[src/rtl/f32_addsub_arbiter_if.sv]
// Request/response bundle between the two requesters and the shared F32 add/sub arbiter.
// The master side drives requests and takes responses; the slave side is the arbiter.
interface f32_addsub_arbiter_if;
    logic        REQ0_VALID;
    logic        REQ0_READY;
    logic [31:0] REQ0_A;
    logic [31:0] REQ0_B;
    logic        REQ0_OP;
    logic        REQ1_VALID;
    logic        REQ1_READY;
    logic [31:0] REQ1_A;
    logic [31:0] REQ1_B;
    logic        REQ1_OP;
    logic        RSP0_VALID;
    logic        RSP0_READY;
    logic        RSP1_VALID;
    logic        RSP1_READY;
    logic [31:0] RSP_R;
    logic        RSP_UNDERFLOW;
    logic        RSP_OVERFLOW;

    modport master (
        output REQ0_VALID, REQ0_A, REQ0_B, REQ0_OP,
        output REQ1_VALID, REQ1_A, REQ1_B, REQ1_OP,
        output RSP0_READY, RSP1_READY,
        input  REQ0_READY, REQ1_READY,
        input  RSP0_VALID, RSP1_VALID, RSP_R, RSP_UNDERFLOW, RSP_OVERFLOW
    );

    modport slave (
        input  REQ0_VALID, REQ0_A, REQ0_B, REQ0_OP,
        input  REQ1_VALID, REQ1_A, REQ1_B, REQ1_OP,
        input  RSP0_READY, RSP1_READY,
        output REQ0_READY, REQ1_READY,
        output RSP0_VALID, RSP1_VALID, RSP_R, RSP_UNDERFLOW, RSP_OVERFLOW
    );
endinterface

[src/rtl/f32_addsub_arbiter.sv]
// Round-robin arbiter sharing one combinational F32 add/sub between two requesters.
// Optional sticky flag outputs are enabled with `define F32_ARB_STICKY_FLAGS_EN.
module f32_addsub_arbiter #(
    parameter int unsigned SETTLE_CYCLES = 2
) (
    input  logic                 CLK,
    input  logic                 RST,
    f32_addsub_arbiter_if.slave  bus,
    output logic [31:0]          ADD_A,
    output logic [31:0]          ADD_B,
    output logic                 ADD_OP,
    input  logic [31:0]          ADD_R,
    input  logic                 ADD_UNDERFLOW,
    input  logic                 ADD_OVERFLOW,
    output logic                 BUSY
`ifdef F32_ARB_STICKY_FLAGS_EN
    ,
    input  logic                 CLR_STICKY,
    output logic                 STICKY_UNDERFLOW,
    output logic                 STICKY_OVERFLOW
`endif
);

    generate
        if (SETTLE_CYCLES < 1 || SETTLE_CYCLES > 15) begin : g_bad_settle
            $error("SETTLE_CYCLES must be in 1..15");
        end
    endgenerate

    localparam logic [3:0] SETTLE_INIT = 4'(SETTLE_CYCLES);

    typedef enum logic [1:0] {
        IDLE   = 2'd0,
        SETTLE = 2'd1,
        DONE   = 2'd2
    } state_t;

    state_t      state_q, state_d;
    logic [3:0]  cnt_q, cnt_d;
    logic        g_q, g_d;
    logic        last_q, last_d;
    logic        rsp0_vld_q, rsp0_vld_d;
    logic        rsp1_vld_q, rsp1_vld_d;
    logic [31:0] add_a_q, add_a_d;
    logic [31:0] add_b_q, add_b_d;
    logic        add_op_q, add_op_d;
    logic [31:0] rsp_r_q, rsp_r_d;
    logic        rsp_uf_q, rsp_uf_d;
    logic        rsp_of_q, rsp_of_d;
    logic        sel;
    logic        req_hs;
    logic        rsp_rdy_g;

    // Contention goes to whoever was not served last.
    always_comb begin
        sel = ~last_q;
        if (bus.REQ0_VALID && !bus.REQ1_VALID) begin
            sel = 1'b0;
        end else if (bus.REQ1_VALID && !bus.REQ0_VALID) begin
            sel = 1'b1;
        end
    end

    assign bus.REQ0_READY = (state_q == IDLE) && bus.REQ0_VALID && !sel;
    assign bus.REQ1_READY = (state_q == IDLE) && bus.REQ1_VALID && sel;
    assign req_hs         = bus.REQ0_READY || bus.REQ1_READY;
    assign rsp_rdy_g      = g_q ? bus.RSP1_READY : bus.RSP0_READY;

    always_comb begin
        state_d    = state_q;
        cnt_d      = cnt_q;
        g_d        = g_q;
        last_d     = last_q;
        rsp0_vld_d = rsp0_vld_q;
        rsp1_vld_d = rsp1_vld_q;
        add_a_d    = add_a_q;
        add_b_d    = add_b_q;
        add_op_d   = add_op_q;
        rsp_r_d    = rsp_r_q;
        rsp_uf_d   = rsp_uf_q;
        rsp_of_d   = rsp_of_q;
        case (state_q)
            IDLE: begin
                if (req_hs) begin
                    add_a_d  = sel ? bus.REQ1_A  : bus.REQ0_A;
                    add_b_d  = sel ? bus.REQ1_B  : bus.REQ0_B;
                    add_op_d = sel ? bus.REQ1_OP : bus.REQ0_OP;
                    g_d      = sel;
                    cnt_d    = SETTLE_INIT;
                    state_d  = SETTLE;
                end
            end
            SETTLE: begin
                cnt_d = cnt_q - 4'd1;
                if (cnt_q == 4'd1) begin
                    rsp_r_d    = ADD_R;
                    rsp_uf_d   = ADD_UNDERFLOW;
                    rsp_of_d   = ADD_OVERFLOW;
                    rsp0_vld_d = ~g_q;
                    rsp1_vld_d = g_q;
                    state_d    = DONE;
                end
            end
            DONE: begin
                if (rsp_rdy_g) begin
                    rsp0_vld_d = 1'b0;
                    rsp1_vld_d = 1'b0;
                    last_d     = g_q;
                    state_d    = IDLE;
                end
            end
            default: state_d = IDLE;
        endcase
    end

    // Reset clears everything, including operands and the captured result.
    always_ff @(posedge CLK) begin
        if (RST) begin
            state_q    <= IDLE;
            cnt_q      <= 4'd0;
            g_q        <= 1'b0;
            last_q     <= 1'b1;
            rsp0_vld_q <= 1'b0;
            rsp1_vld_q <= 1'b0;
            add_a_q    <= 32'd0;
            add_b_q    <= 32'd0;
            add_op_q   <= 1'b0;
            rsp_r_q    <= 32'd0;
            rsp_uf_q   <= 1'b0;
            rsp_of_q   <= 1'b0;
        end else begin
            state_q    <= state_d;
            cnt_q      <= cnt_d;
            g_q        <= g_d;
            last_q     <= last_d;
            rsp0_vld_q <= rsp0_vld_d;
            rsp1_vld_q <= rsp1_vld_d;
            add_a_q    <= add_a_d;
            add_b_q    <= add_b_d;
            add_op_q   <= add_op_d;
            rsp_r_q    <= rsp_r_d;
            rsp_uf_q   <= rsp_uf_d;
            rsp_of_q   <= rsp_of_d;
        end
    end

    assign ADD_A             = add_a_q;
    assign ADD_B             = add_b_q;
    assign ADD_OP            = add_op_q;
    assign bus.RSP0_VALID    = rsp0_vld_q;
    assign bus.RSP1_VALID    = rsp1_vld_q;
    assign bus.RSP_R         = rsp_r_q;
    assign bus.RSP_UNDERFLOW = rsp_uf_q;
    assign bus.RSP_OVERFLOW  = rsp_of_q;
    assign BUSY              = (state_q != IDLE);

`ifdef F32_ARB_STICKY_FLAGS_EN
    logic capture;
    logic sticky_uf_q, sticky_uf_d;
    logic sticky_of_q, sticky_of_d;

    // A flag captured in the same cycle as a clear request still sets.
    assign capture = (state_q == SETTLE) && (cnt_q == 4'd1);

    always_comb begin
        sticky_uf_d = sticky_uf_q;
        sticky_of_d = sticky_of_q;
        if (capture && ADD_UNDERFLOW) begin
            sticky_uf_d = 1'b1;
        end else if (CLR_STICKY) begin
            sticky_uf_d = 1'b0;
        end
        if (capture && ADD_OVERFLOW) begin
            sticky_of_d = 1'b1;
        end else if (CLR_STICKY) begin
            sticky_of_d = 1'b0;
        end
    end

    always_ff @(posedge CLK) begin
        if (RST) begin
            sticky_uf_q <= 1'b0;
            sticky_of_q <= 1'b0;
        end else begin
            sticky_uf_q <= sticky_uf_d;
            sticky_of_q <= sticky_of_d;
        end
    end

    assign STICKY_UNDERFLOW = sticky_uf_q;
    assign STICKY_OVERFLOW  = sticky_of_q;
`endif

endmodule

[src/flat_wrapper.sv]
// flat-port wrapper written by rule: the top's interface ports become plain ports
module f32_addsub_arbiter_flat 
#(
    parameter int unsigned SETTLE_CYCLES = 2
)
  (CLK, RST, ADD_A, ADD_B, ADD_OP, ADD_R, ADD_UNDERFLOW, ADD_OVERFLOW, BUSY, bus_REQ0_VALID, bus_REQ0_A, bus_REQ0_B, bus_REQ0_OP, bus_REQ1_VALID, bus_REQ1_A, bus_REQ1_B, bus_REQ1_OP, bus_RSP0_READY, bus_RSP1_READY, bus_REQ0_READY, bus_REQ1_READY, bus_RSP0_VALID, bus_RSP1_VALID, bus_RSP_R, bus_RSP_UNDERFLOW, bus_RSP_OVERFLOW);
  f32_addsub_arbiter_if bus_i ();
  input  logic CLK;
  input  logic RST;
  output logic [31:0] ADD_A;
  output logic [31:0] ADD_B;
  output logic ADD_OP;
  input  logic [31:0] ADD_R;
  input  logic ADD_UNDERFLOW;
  input  logic ADD_OVERFLOW;
  output logic BUSY;
  input wire logic [$bits(bus_i.REQ0_VALID)-1:0] bus_REQ0_VALID;
  input wire logic [$bits(bus_i.REQ0_A)-1:0] bus_REQ0_A;
  input wire logic [$bits(bus_i.REQ0_B)-1:0] bus_REQ0_B;
  input wire logic [$bits(bus_i.REQ0_OP)-1:0] bus_REQ0_OP;
  input wire logic [$bits(bus_i.REQ1_VALID)-1:0] bus_REQ1_VALID;
  input wire logic [$bits(bus_i.REQ1_A)-1:0] bus_REQ1_A;
  input wire logic [$bits(bus_i.REQ1_B)-1:0] bus_REQ1_B;
  input wire logic [$bits(bus_i.REQ1_OP)-1:0] bus_REQ1_OP;
  input wire logic [$bits(bus_i.RSP0_READY)-1:0] bus_RSP0_READY;
  input wire logic [$bits(bus_i.RSP1_READY)-1:0] bus_RSP1_READY;
  output wire logic [$bits(bus_i.REQ0_READY)-1:0] bus_REQ0_READY;
  output wire logic [$bits(bus_i.REQ1_READY)-1:0] bus_REQ1_READY;
  output wire logic [$bits(bus_i.RSP0_VALID)-1:0] bus_RSP0_VALID;
  output wire logic [$bits(bus_i.RSP1_VALID)-1:0] bus_RSP1_VALID;
  output wire logic [$bits(bus_i.RSP_R)-1:0] bus_RSP_R;
  output wire logic [$bits(bus_i.RSP_UNDERFLOW)-1:0] bus_RSP_UNDERFLOW;
  output wire logic [$bits(bus_i.RSP_OVERFLOW)-1:0] bus_RSP_OVERFLOW;
  assign bus_i.REQ0_VALID = bus_REQ0_VALID;
  assign bus_i.REQ0_A = bus_REQ0_A;
  assign bus_i.REQ0_B = bus_REQ0_B;
  assign bus_i.REQ0_OP = bus_REQ0_OP;
  assign bus_i.REQ1_VALID = bus_REQ1_VALID;
  assign bus_i.REQ1_A = bus_REQ1_A;
  assign bus_i.REQ1_B = bus_REQ1_B;
  assign bus_i.REQ1_OP = bus_REQ1_OP;
  assign bus_i.RSP0_READY = bus_RSP0_READY;
  assign bus_i.RSP1_READY = bus_RSP1_READY;
  assign bus_REQ0_READY = bus_i.REQ0_READY;
  assign bus_REQ1_READY = bus_i.REQ1_READY;
  assign bus_RSP0_VALID = bus_i.RSP0_VALID;
  assign bus_RSP1_VALID = bus_i.RSP1_VALID;
  assign bus_RSP_R = bus_i.RSP_R;
  assign bus_RSP_UNDERFLOW = bus_i.RSP_UNDERFLOW;
  assign bus_RSP_OVERFLOW = bus_i.RSP_OVERFLOW;
  f32_addsub_arbiter #(.SETTLE_CYCLES(SETTLE_CYCLES)) u_core (.CLK(CLK), .RST(RST), .bus(bus_i), .ADD_A(ADD_A), .ADD_B(ADD_B), .ADD_OP(ADD_OP), .ADD_R(ADD_R), .ADD_UNDERFLOW(ADD_UNDERFLOW), .ADD_OVERFLOW(ADD_OVERFLOW), .BUSY(BUSY));
endmodule
[config.mk]
export PLATFORM = sky130hd
export DESIGN_NAME = f32_addsub_arbiter_flat
export DESIGN_NICKNAME = d
export VERILOG_FILES = /design/src/rtl/f32_addsub_arbiter_if.sv /design/src/rtl/f32_addsub_arbiter.sv /design/src/flat_wrapper.sv
export SDC_FILE = /design/constraint.sdc
export NUM_CORES = 1
export LEC_CHECK = 0
export CAP_MARGIN = 25
export CORE_AREA = 4 4 112 114
export DETAILED_ROUTE_END_ITERATION = 10
export DIE_AREA = 0 0 116 118
export MAX_ROUTING_LAYER = met4
export PLACE_DENSITY = 0.86
export SYNTH_ARGS = -nofsm -noshare
export SYNTH_HDL_FRONTEND = slang
export SYNTH_SLANG_ARGS = --single-unit
[constraint.sdc]
create_clock -name CLK -period 2.5 [get_ports CLK]
set_input_delay 0.5 -clock CLK [delete_from_list [all_inputs] [get_ports CLK]]
set_output_delay 0.5 -clock CLK [all_outputs]
set_load 0.01 [all_outputs]
==> results of run 1 <==
==> logic make-up after synthesis <==
logic type | after synthesis | share of synthesized area (%)
xor+xnor | 2 | 0.376
buf+inv | 49 | 6.24
simple gates | 158 | 13.3
fa+ha+maj | 7 | 1.91
mux | 69 | 14.8
flops | 109 | 46.9
compound gates | 113 | 16.4
==> metal layers <==
| metal | GRT usage [%] | wire, um | up-vias |
|---|---|---|---|
| met5 | - | 0 | - |
| met3 | 3.86 | 1020 | 30 |
| met2 | 39.9 | 8070 | 168 |
| met4 | 8.05 | 399 | 0 |
| li1 | - | - | 2277 |
| met1 | 22.1 | 5440 | 2093 |
==> cell type report <==
class / count / area (um^2) / area share [%]
clock buffer: 10 / 239 / 3.07
tap: 143 / 179 / 2.30
multi-input combinational: 349 / 2200 / 28.2
sequential: 109 / 2180 / 28.0
clock inverter: 6 / 71.3 / 0.915
inverter: 8 / 30.0 / 0.385
timing repair buffer: 288 / 2900 / 37.1
==> sequential cells by signal (all words and copies together), names as in the netlist, 2 cells and up <==
name	flops
u_core.bus.RSP_R	32
u_core.ADD_A	32
u_core.state_q	2
u_core.ADD_B	32
u_core.cnt_q	4
==> through the flow <==
step	hold slack (ns)	worst slack (ns)	instances
final	0.457	0.158	913
after global routing	0.480	0.116	913
after CTS	0.458	0.0116	913
after detailed placement	0.448	0.0556	897
after global placement	0.442	0.0842	897
after floorplan	0.475	0.880	507
==> worst max path at each step <==
stage,cells past startpoint,startpoint,end
final,4,bus_REQ0_VALID,bus_REQ0_READY
after floorplan,6,u_core.cnt_q[1],u_core.state_q[0]
after global routing,4,bus_REQ0_VALID,bus_REQ0_READY
after global placement,4,bus_REQ1_VALID,bus_REQ1_READY
after CTS,5,u_core.state_q[0],bus_REQ1_READY
after detailed placement,4,bus_REQ1_VALID,bus_REQ1_READY
==> cell usage in the layout, fill, tap and decap left out <==
| cell | count |
|---|---|
| inv_1 | 8 |
| a21oi_1 | 38 |
| clkdlybuf4s50_1 | 271 |
| maj3_4 | 1 |
| nand2b_1 | 1 |
| nor3_1 | 1 |
| xnor2_1 | 2 |
| buf_12 | 4 |
| ha_1 | 5 |
| buf_4 | 12 |
| nor2_4 | 1 |
| a211oi_1 | 65 |
| a211oi_2 | 1 |
| and3_1 | 1 |
| inv_6 | 1 |
| or3_1 | 1 |
| bufinv_16 | 1 |
| nor2_1 | 78 |
| clkbuf_8 | 1 |
| clkinv_4 | 2 |
| dlymetal6s2s_1 | 1 |
| o21bai_1 | 2 |
| mux2i_1 | 69 |
| a311oi_1 | 1 |
| nor3b_1 | 2 |
| clkinvlp_4 | 2 |
| clkbuf_16 | 9 |
| a221oi_2 | 2 |
| or3b_4 | 1 |
| nand3_1 | 3 |
| nand2_1 | 69 |
| dfxtp_1 | 109 |
| o211a_1 | 1 |
| o21ai_0 | 3 |
| ha_2 | 1 |
==> worst max-delay path, cell delays in order <==
cell	delay (ns)
clkdlybuf4s50_1	0.52
buf_4	0.15
o211a_1	0.14
clkdlybuf4s50_1	0.53
==> where the power goes <==
part           total [mW]  switching [mW]  internal, mW
logic                3.28            1.57          1.71
registers            2.48           0.274          2.20
clock network        1.45           0.635         0.812
==> flow_metrics.tcl, run 1 <==
set metrics [dict create \
    final_util_pct 68.3 \
    timing.rr.end "u_core.ADD_A[5]" \
    maxCapViolations 0 \
    drv_slew 0 \
    synth-seq-cells 109 \
    die_height_um 118 \
    yosys_warnings 0 \
    numCtsBuffers 9 \
    p_leak_nw 3.14 \
    vias 4568 \
    post-route-cell-area_um2 7790 \
    regToRegSetupSlack_ns 0.63 \
    syn_area_um2 4650 \
    synth_largest_area_cell "dfxtp_1" \
    hold_viol 0 \
    ios 274 \
    cts_hold_buf 0 \
    initial_core_util_pct 40.8 \
    postCtsSetupBuffers 0 \
    synth_nets 683 \
    irDropWorstVdd_mv 0.509 \
    placed_cell_area_um2 7470 \
    cts_root_buf "clkbuf_16" \
    cp.required_ns 2.00 \
    cp.arrival_ns 1.84 \
    seq_area_frac_synth_pct 46.9 \
    power_per_cell_area_nw_per_um2 925 \
    dieWidth_um 116 \
    timing.rr.start "u_core.state_q[1]" \
    gp_congestion 0.815 \
    total_power_mw 7.21 \
    clock_latency_ns 0.33 \
    diodes 0 \
    grt_max_degree 52 \
    rsz0062_at_grt "no" \
    port-buffer-count 273 \
    grtUsageTotal_pct 21.5 \
    cts_tree "built" \
    syn_to_final_growth_pct 67.4 \
    crit_fanout 5 \
    hold_depth 2 \
    holdCritStartpoint "u_core.bus.RSP_R[3]" \
    ctsResizeCount 2 \
    drt_iter0_drc 214 \
    end_kind "output port" \
    netlist_top_cells_count "dfxtp_1, nor2_1, mux2i_1, nand2_1, a211oi_1" \
    final_antenna_net_count 0 \
    clk_pin_slew_worst_paths_ns 0.08 \
    dp_hpwl_um 11700 \
    vias_per_cell 5.00 \
    setup_viol 0 \
    drive_gt1_share_pct 5.06 \
    drc 0 \
    synth-edff-count 0 \
    finalCritPeriodShare_pct 93.7 \
    crit_type "in -> out" \
    design.core.area_um2 11400 \
    grt_pass1_vias 4655 \
    fin_setup_tns_ns 0 \
    tightest_slew_ns 0.416 \
    hp-class "reg -> reg" \
    synth_top_area_share_pct 46.9 \
    hold-path-endpoint "u_core.bus.RSP_R[3]" \
    dr.pass1.iters 4 \
    slew_headroom_pct 72.2 \
    startpoint_type "primary input" \
    grt_pass1_wl_um 23000 \
    routedWlPerCell_um 16.3 \
    synthArstFlopShare_pct 0 \
    clock-sinks 109 \
    fill_cells 906 \
    wl_um 14900 \
    grt_overflow 0 \
    max_freq_mhz 427 \
    dominantRegCellSynth "dfxtp_1" \
    synth_most_common_cell "dfxtp_1" \
    avgSynthCellArea_um2 9.18 \
    period_needed_ns 2.34 \
    dieArea_um2 13700 \
    ys_types 28 \
    worst_r2r_path_depth 7 \
    clk_path_buf_depth 2 \
    antenna_found_initial 0 \
    ys_top_cells_by_area "dfxtp_1, mux2i_1, a211oi_1, nor2_1, nand2_1" \
    finClkSkew_ns 0.00835 \
    status "completed" \
    rows 39 \
    htree_levels 3 \
    nets 941 \
    netlist_instances 507 \
]
Power figures use the tool's default switching activity.
==> run 2, diff against run 1 <==
--- a/config.mk
+++ b/config.mk
@@ -7,6 +7,7 @@
 export LEC_CHECK = 0
 export CAP_MARGIN = 25
 export CORE_AREA = 4 4 112 114
+export CTS_CLUSTER_SIZE = 28
 export DETAILED_ROUTE_END_ITERATION = 10
 export DIE_AREA = 0 0 116 118
 export MAX_ROUTING_LAYER = met4
==> results of run 2 <==
The final DEF is identical to that of run 1; final timing and power are the same.
